--- src/rtl/alu_pkg.sv ---
// Shared opcode map and datapath width for the execute-stage ALU.
package alu_pkg;

    localparam int WIDTH  = 16;
    localparam int CODE_W = 5;

    // Arithmetic
    localparam logic [4:0] OP_ADD_S = 5'b00000;
    localparam logic [4:0] OP_ADD_U = 5'b00001;
    localparam logic [4:0] OP_SUB_S = 5'b00010;
    localparam logic [4:0] OP_SUB_U = 5'b00011;
    localparam logic [4:0] OP_INC   = 5'b00100;
    localparam logic [4:0] OP_DEC   = 5'b00101;

    // Bitwise logic
    localparam logic [4:0] OP_AND   = 5'b01000;
    localparam logic [4:0] OP_OR    = 5'b01001;
    localparam logic [4:0] OP_XOR   = 5'b01010;
    localparam logic [4:0] OP_NOT   = 5'b01100;

    // Shifts
    localparam logic [4:0] OP_SLL   = 5'b10000;
    localparam logic [4:0] OP_SRL   = 5'b10001;
    localparam logic [4:0] OP_SLA   = 5'b10010;
    localparam logic [4:0] OP_SRA   = 5'b10011;

    // Signed set-on-condition
    localparam logic [4:0] OP_LE    = 5'b11000;
    localparam logic [4:0] OP_LT    = 5'b11001;
    localparam logic [4:0] OP_GE    = 5'b11010;
    localparam logic [4:0] OP_GT    = 5'b11011;
    localparam logic [4:0] OP_EQ    = 5'b11100;
    localparam logic [4:0] OP_NE    = 5'b11101;

endpackage

--- src/rtl/alu_comb.sv ---
// Combinational ALU datapath: operands and opcode in, next result and flag out.
module alu_comb
    import alu_pkg::*;
#(
    parameter int W  = alu_pkg::WIDTH,
    parameter int CW = alu_pkg::CODE_W
) (
    input  logic [W-1:0]  a,
    input  logic [W-1:0]  b,
    input  logic [CW-1:0] alu_code,
    output logic [W-1:0]  c_next,
    output logic          ovf_next
);

    localparam int SHW = $clog2(W);

    localparam logic [W-1:0] MAX_POS = {1'b0, {(W-1){1'b1}}};
    localparam logic [W-1:0] MIN_NEG = {1'b1, {(W-1){1'b0}}};
    localparam logic [W-1:0] ONE     = {{(W-1){1'b0}}, 1'b1};

    logic [W:0]         sum;
    logic [W:0]         diff;
    logic [SHW-1:0]     shamt;
    logic signed [W-1:0] sra_res;
    logic               lt_s;
    logic               eq;
    logic               add_s_ovf;
    logic               sub_s_ovf;

    // One extra bit on each sum exposes carry (add) and borrow (sub).
    assign sum   = {1'b0, a} + {1'b0, b};
    assign diff  = {1'b0, a} - {1'b0, b};
    assign shamt = b[SHW-1:0];

    assign sra_res = $signed(a) >>> shamt;
    assign lt_s    = $signed(a) < $signed(b);
    assign eq      = (a == b);

    assign add_s_ovf = (a[W-1] == b[W-1]) && (sum[W-1]  != a[W-1]);
    assign sub_s_ovf = (a[W-1] != b[W-1]) && (diff[W-1] != a[W-1]);

    always_comb begin
        c_next   = '0;
        ovf_next = 1'b0;
        case (alu_code)
            OP_ADD_S: begin c_next = sum[W-1:0];  ovf_next = add_s_ovf;      end
            OP_ADD_U: begin c_next = sum[W-1:0];  ovf_next = sum[W];         end
            OP_SUB_S: begin c_next = diff[W-1:0]; ovf_next = sub_s_ovf;      end
            OP_SUB_U: begin c_next = diff[W-1:0]; ovf_next = diff[W];        end
            OP_INC:   begin c_next = a + ONE;     ovf_next = (a == MAX_POS); end
            OP_DEC:   begin c_next = a - ONE;     ovf_next = (a == MIN_NEG); end

            OP_AND:   c_next = a & b;
            OP_OR:    c_next = a | b;
            OP_XOR:   c_next = a ^ b;
            OP_NOT:   c_next = ~a;

            OP_SLL,
            OP_SLA:   c_next = a << shamt;
            OP_SRL:   c_next = a >> shamt;
            OP_SRA:   c_next = sra_res;

            OP_LE:    c_next = {{(W-1){1'b0}}, lt_s | eq};
            OP_LT:    c_next = {{(W-1){1'b0}}, lt_s};
            OP_GE:    c_next = {{(W-1){1'b0}}, ~lt_s};
            OP_GT:    c_next = {{(W-1){1'b0}}, ~(lt_s | eq)};
            OP_EQ:    c_next = {{(W-1){1'b0}}, eq};
            OP_NE:    c_next = {{(W-1){1'b0}}, ~eq};

            default: begin
                c_next   = '0;
                ovf_next = 1'b0;
            end
        endcase
    end

endmodule

--- src/rtl/alu.sv ---
// Registered execute-stage ALU: one-cycle latency, new op accepted every cycle.
module alu
    import alu_pkg::*;
#(
    parameter int WIDTH  = 16,
    parameter int CODE_W = 5
) (
    input  logic              clk,
    input  logic              rst,
    input  logic [WIDTH-1:0]  a,
    input  logic [WIDTH-1:0]  b,
    input  logic [CODE_W-1:0] alu_code,
    output logic [WIDTH-1:0]  c,
    output logic              overflow
);

    logic [WIDTH-1:0] c_next;
    logic             ovf_next;

    alu_comb #(
        .W  (WIDTH),
        .CW (CODE_W)
    ) u_comb (
        .a        (a),
        .b        (b),
        .alu_code (alu_code),
        .c_next   (c_next),
        .ovf_next (ovf_next)
    );

    always_ff @(posedge clk) begin
        if (rst) begin
            c        <= '0;
            overflow <= 1'b0;
        end else begin
            c        <= c_next;
            overflow <= ovf_next;
        end
    end

endmodule

--- config.mk ---
export PLATFORM = sky130hd
export DESIGN_NAME = alu
export DESIGN_NICKNAME = d
export VERILOG_FILES = /design/src/rtl/alu_pkg.sv /design/src/rtl/alu_comb.sv /design/src/rtl/alu.sv
export SDC_FILE = /design/constraint.sdc
export NUM_CORES = 1
export LEC_CHECK = 0
export ABC_AREA = 0
export ABC_CLOCK_PERIOD_IN_PS = 3650
export BUFFER_PORTS_ARGS = -buffer_cell sky130_fd_sc_hd__buf_2
export CAP_MARGIN = 20
export CORE_MARGIN = 3
export CORE_UTILIZATION = 45
export DETAILED_ROUTE_END_ITERATION = 10
export PLACE_DENSITY_LB_ADDON = 0.05
export SYNTH_ARGS = -nofsm -noshare
export SYNTH_HDL_FRONTEND = slang
export SYNTH_SLANG_ARGS = --single-unit
--- constraint.sdc ---
create_clock -name clk -period 3.65 [get_ports clk]
set_input_delay 0.1825 -clock clk [delete_from_list [all_inputs] [get_ports clk]]
set_output_delay 0.1825 -clock clk [all_outputs]
set_load 0.05 [all_outputs]
; Yosys cells after proc, flatten, opt, wreduce, memory -nomap -nowiden
; Cells that the tools add are included.
; W data, S select, Z words.
[word_totals]
reg_bits = 17
input_bits = 39
output_inout_bits = 17
elab_cells = 52
[op_classes]
addsub = 4
order_cmp = 1
n_eq_ne = 26
shifts = 3
mux = 2
n_bitwise = 8
n_reduce_logical = 6
[ops]
columns = op, count
row1 = $pmux W16 S17, 1
row2 = $eq A5 B5 Y1 const B, 10
row3 = $eq A5 B4 Y1 const B, 4
row4 = $add A16 B16 Y17, 1
row5 = $sub A16 B16 Y17, 1
row6 = $add A16 B1 Y16 const B, 1
row7 = $and A16 B16 Y16, 1
row8 = $eq A16 B15 Y1 const B, 1
row9 = $eq A16 B16 Y1, 1
row10 = $eq A16 B16 Y1 const B, 1
row11 = $lt A16 B16 Y1, 1
row12 = $not A16 Y16, 1
row13 = $or A16 B16 Y16, 1
row14 = $shl A16 B4 Y16, 1
row15 = $shr A16 B4 Y16, 1
row16 = $sshr A16 B4 Y16, 1
row17 = $sub A16 B1 Y16 const B, 1
row18 = $xor A16 B16 Y16, 1
row19 = $eq A5 B2 Y1 const B, 2
row20 = $eq A5 B3 Y1 const B, 2
row21 = $pmux W1 S6, 1
row22 = $reduce_or A2 Y1, 3
row23 = $eq A5 B1 Y1 const B, 1
row24 = $logic_not A5 Y1, 1
row25 = 5 further kinds, 10

; Longest topological paths before layout
[depth]
ltp_word = 4
mapped_depth = 16
depth_no_buf = 13

; Cells and area by module
; A second synthesis with hierarchy kept.
[hier_totals]
cells_unflattened = 766
hier_area_um2 = 5426.5
[modules_own_cells]
columns = module, n_inst, cells_per_inst, area_per_inst_um2, seq_area_each_um2
row1 = alu_comb, 1, 731, 4951.0, 0.0
row2 = alu, 1, 35, 475.5, 340.3

; Worst setup path before layout
; Ideal clock, no wire load.
[synth_path]
path_type = input -> register
start = input port alu_code[1]
end = register c[14]
setup_time_ns = 0.127
arrival_ns = 3.099
required_ns = 3.523
slack_ns = 0.424
stages = 15
path_buffers = 3
cell_sequence = clkbuf_1 > inv_1 > and3_1 > clkbuf_1 > nand2_1 > inv_1 > ha_1 > clkbuf_1 > o211ai_1 > a311oi_1 > o221ai_1 > a21o_1 > a211oi_1 > a2bb2oi_1 > o41ai_1
[synth_via]
elab_chain_cells = 3
elab_cells_between_ends = 24
cone_classes = eq/ne: 19 / mux: 1 / reduce/logical: 4
[synth_lines]
columns = element, line
row1 = "start, declared", alu.sv:12  ; input logic [CODE_W-1:0] alu_code,
row2 = "$eq A5 B5 Y1, or another cell as far along", alu_comb.sv:45  ; case (alu_code)
row3 = "$reduce_or A2 Y1, on equally long branches", n/a
row4 = $pmux W16 S17 *, alu_comb.sv:45
row5 = "end signal, assigned", alu.sv:36  ; c <= c_next;
row6 = "end, declared", alu.sv:13  ; output logic [WIDTH-1:0] c,
; Mark *: on every way between the ends. The rest lies on a longest branch, timed or not.
; A chain may end at the register's enable or synchronous reset.

; Final worst setup path
[layout_path]
start = input port alu_code[4]
end = register c[14]
; Same word-level chain as after synthesis.

==> results by stage <==
Layout:
- In the final layout, the share of cells above drive strength 1 is 15.12%.
- After routing the design area is 0.005881 sq mm.
- In the final design database the tool counted 916 nets.
- Leaving out fill and tap cells, the most frequent cells in the layout are 79 x sky130_fd_sc_hd__a21oi_1, 76 x sky130_fd_sc_hd__nor2_1, 66 x sky130_fd_sc_hd__ha_1, 61 x sky130_fd_sc_hd__nand2_1, 55 x sky130_fd_sc_hd__buf_2.
- The most common library cell in the layout ignoring fill and taps is sky130_fd_sc_hd__a21oi_1.
- The core occupancy in the finished layout is 51.28%.
- The layout-stage area growth over the synthesis result is 10.46%.
- The repair_antennas step left the layout with diodes totalling 0.

STA:
- The post-route fraction of the period consumed by the critical path is 86.42%.
- The final number of max-transition violations is 0.
- The tightest slew margin relative to the limit is 34.73%.
- The hold violation count in the final report is 0.
- In the final timing run, aggregate negative setup slack is 0 ns.
- The maximum operating frequency is 317.0 MHz.
- The routed design could run at a clock period as short as 3.154 ns.
- For the pin with the worst max-slew slack, the measured transition is 0.9716 ns.
- Setup repair after global routing left no endpoint under its margin.
- The final setup violation count is 0.

Die:
- The floorplan step defined a core boundary enclosing approximately 0.011 sq mm.
- The floorplan step defined a die boundary enclosing 0.01317 sq mm.
- The initial standard-cell utilization of the core is about 46%.
- The die is 114.8 microns tall.
- In this run the core area contains 39 standard-cell rows.
- During I/O placement, the number of pins put on the boundary was 56.
- The die outline width is 114.8 microns.

Pwr:
- The clock share of power is between 20% and 30%.
- Dividing total power by cell area gives a power density of about 210 mW/mm^2.
- The internal power of the cells is 0.0006119 W.
- The total power after layout is between 0.001 and 0.0015 W.
- Summed over all cells, the static leakage comes to approximately 2.6 nW.
- In this run the power spent charging and discharging nets is between 0.0006 and 0.0007 W.
- Per report_power, the combinational group accounts for around 63% of the total.
- The net switching share of the total power is roughly half.
- The worst-case IR drop observed on VDD is roughly 0.00019 V.
- The sequential group share of total power is 16.2%.

Route:
- The total number of vias is roughly 6,400.
- The DRC marker count from the first detailed-route iteration is 894.
- After detailed routing, the total wire length is approximately 23,000 microns.
- For this run, design rule violations remaining after detail routing come to 0.
- In this run the remaining antenna-violating nets after routing total 0.
- The detail-routed net length per standard cell is ~24 microns.
- After detailed routing, the number of vias per cell comes to 6.689.
- The length of the first detailed-routing pass in iterations is 5.

Yosys:
- Yosys printed 0 warnings.
- The netlist uses 77 different library cells.
- After synthesis, the cell types taking the most area are sky130_fd_sc_hd__ha_1 16%, sky130_fd_sc_hd__a21oi_1 7.4%, sky130_fd_sc_hd__dfxtp_1 6.4%.
- The synthesized net count is ~870.
- In the synthesized netlist the dominant register cell turns out to be sky130_fd_sc_hd__dfxtp_1.
- The synthesized design devotes to its leading area cell type ~16% of total area.
- After synthesis, the share of flip-flops with an asynchronous set or reset is 0%.
- The number of synthesized register bits is 17.
- The number of synthesized flops with an enable pin is 0.
- The average instance in the mapped netlist occupies 6.950 sq um.
- The count of mapped cells out of synthesis is 766.
- The post-synthesis sequential area ratio is 6.392%.
- The cell area after synthesis is 0.005324 sq mm.
- The library cell occupying the most area in the post-synthesis netlist is sky130_fd_sc_hd__ha_1.

Min path:
- The startpoint identified for the worst hold timing path is rst.
- Counting instances, the worst hold path has a depth of 2.
- The path type of the worst min-delay path is in2reg.
- The endpoint of the worst hold-timing path is overflow.

Clock network:
- After clock tree synthesis, the clock-pin slew on the worst setup and hold paths is around 0.06 ns.
- The total number of H-tree levels is 1.
- In this run, post-CTS hold repair placed 0 buffers.
- The tree is rooted in a sky130_fd_sc_hd__clkbuf_16.
- The clock tree from TritonCTS is built.
- The buffer count from post-CTS setup fixing is 0.
- The TritonCTS buffer count is 3.
- The buffer levels on the longest clock path is 2.
- For this design, the sink count on the clock tree is 17.
- Gates resized during post-CTS repair numbered 0.

Worst setup path:
- The critical setup path kind is in2reg.
- The category of the worst setup path capture point is a flop.
- In this run the worst path has a maximum fanout of 9.
- STA puts the critical path data required time at 3.77 ns.
- The endpoint arrival time on the critical path is 3.28 ns.
- The nature of the critical path startpoint is an input pin.

Global route:
- After global routing the overflow that remains totals 0.
- The number of antenna violations at the first check in global routing is 0.
- The pin count of the biggest net entering global routing is 51.
- The first-pass GRT wire length is 34,780 microns.
- The number of global-route vias before repair is 5,903.
- Global routing used 34.18% of the available tracks across all layers.

Flow run:
- The number of max-cap violations is 0.

Placement:
- After detailed placement, the total cell area comes to between 0.005 and 0.006 sq mm.
- In this run the tool buffered the top-level ports with 55 buffer cells.
- The HPWL after detailed placement is ~18,000 microns.
- The congestion estimate from routability-driven global placement came to 0.9487.

Outcome:
- The run finished with clean final reports.
## how the worst max path moves through the flow
stage                     start     to  slack [ns]  cells past startpoint
finish              alu_code[4]  c[14]        0.50                     14
floorplan           alu_code[1]  c[14]        0.42                     15
CTS                 alu_code[4]  c[14]        0.59                     14
global route        alu_code[4]  c[14]        0.23                     14
detailed placement  alu_code[4]  c[14]        0.31                     14
global placement    alu_code[4]  c[14]        0.40                     14
## metrics by stage
| step | cells | hold slack, ns | worst slack (ns) |
|---|---|---|---|
| detailed placement | 946 | 0.4005 | 0.3128 |
| CTS | 950 | 0.1272 | 0.5884 |
| finish | 950 | 0.1314 | 0.4955 |
| global placement | 946 | 0.3997 | 0.3964 |
| global route | 950 | 0.1376 | 0.2258 |
| floorplan | 766 | 0.2549 | 0.4243 |
## sequential cells by signal, indices dropped and copies added (netlist names)
register / cells
c: 16
overflow: 1
## critical path, cell delays in order
cell and delay [ns]:
sky130_fd_sc_hd__buf_2 0.16, sky130_fd_sc_hd__nor2_1 0.08, sky130_fd_sc_hd__and3_1 0.20, sky130_fd_sc_hd__nand2_1 0.17, sky130_fd_sc_hd__inv_1 0.14, sky130_fd_sc_hd__ha_1 0.39, sky130_fd_sc_hd__nor2b_1 0.20, sky130_fd_sc_hd__o211ai_1 0.12
sky130_fd_sc_hd__a311oi_1 0.52, sky130_fd_sc_hd__o221ai_1 0.38, sky130_fd_sc_hd__a21o_1 0.25, sky130_fd_sc_hd__a211oi_1 0.21, sky130_fd_sc_hd__a2bb2oi_1 0.17, sky130_fd_sc_hd__o41ai_1 0.08
## power groups by stage
stage	Combinational (W)	Clock [W]	Sequential [W]
2_1_floorplan	0.000475	0	0.000235
3_3_place_gp	0.000735	0	0.000201
3_5_place_dp	0.000739	0	0.000201
4_1_cts	0.000744	0.000263	0.000197
5_1_grt	0.000816	0.000265	0.000198
6_report	0.000761	0.000260	0.000197
## cell families (layout without fill, tap and decap cells)
| family | count (synthesis) | count (layout) | synth area share [%] |
|---|---|---|---|
| multiplexers | 32 | 32 | 8.461 |
| AO/OA/AOI/OAI | 281 | 281 | 35.09 |
| adder cells (fa/ha/maj) | 69 | 69 | 16.64 |
| XOR/XNOR | 18 | 18 | 2.961 |
| buffers and inverters | 105 | 146 | 8.037 |
| flip-flops | 17 | 17 | 6.393 |
| AND/OR/NAND/NOR | 244 | 244 | 22.42 |
## synth_stat cells (4+ instances only)
cell                         n
sky130_fd_sc_hd__or2_2       4
sky130_fd_sc_hd__o22ai_1    15
sky130_fd_sc_hd__ha_1       66
sky130_fd_sc_hd__a21oi_1    79
sky130_fd_sc_hd__nor3b_1     5
sky130_fd_sc_hd__nand3_1    23
sky130_fd_sc_hd__nand4_1     5
sky130_fd_sc_hd__o211a_1     4
sky130_fd_sc_hd__dfxtp_1    17
sky130_fd_sc_hd__a21o_1     11
sky130_fd_sc_hd__a221oi_1    6
sky130_fd_sc_hd__a211o_1     7
sky130_fd_sc_hd__nor2_1     76
sky130_fd_sc_hd__or3_1       7
sky130_fd_sc_hd__o21a_1      6
sky130_fd_sc_hd__mux2_2      4
sky130_fd_sc_hd__a2111oi_0   6
sky130_fd_sc_hd__buf_2       9
sky130_fd_sc_hd__o21bai_1    6
sky130_fd_sc_hd__inv_1      53
sky130_fd_sc_hd__mux2i_1    18
sky130_fd_sc_hd__nand2b_1   12
sky130_fd_sc_hd__nand2_1    61
sky130_fd_sc_hd__o21ai_1     7
sky130_fd_sc_hd__o31ai_1     6
sky130_fd_sc_hd__nor3_1     20
sky130_fd_sc_hd__o211ai_1   10
sky130_fd_sc_hd__o221ai_1    8
sky130_fd_sc_hd__o21ai_0    41
sky130_fd_sc_hd__buf_1       4
sky130_fd_sc_hd__nor2b_1     9
sky130_fd_sc_hd__a211oi_1   15
sky130_fd_sc_hd__a31oi_1    14
sky130_fd_sc_hd__and2_1      5
sky130_fd_sc_hd__clkbuf_1   34
sky130_fd_sc_hd__xnor2_1    15
sky130_fd_sc_hd__mux4_2     10
## metal layers
metal	vias up	global-route usage [%]	routed length (microns)
met2	374	54.79	10400
met1	2982	48.37	9752
met3	63	2.579	1861
li1	2936	-	-
met5	-	0	0
met4	0	12.05	951
## area by class of cell
class | instances | area (sq um)
Sequential cell | 17 | 340.3
Clock buffer | 3 | 75.07
Tap cell | 143 | 178.9
Inverter | 54 | 202.7
Fill cell | 1188 | 5587
Multi-Input combinational cell | 644 | 4556
Clock inverter | 1 | 5.005
Timing Repair Buffer | 88 | 523.0
(Power assumes the default switching activity.)
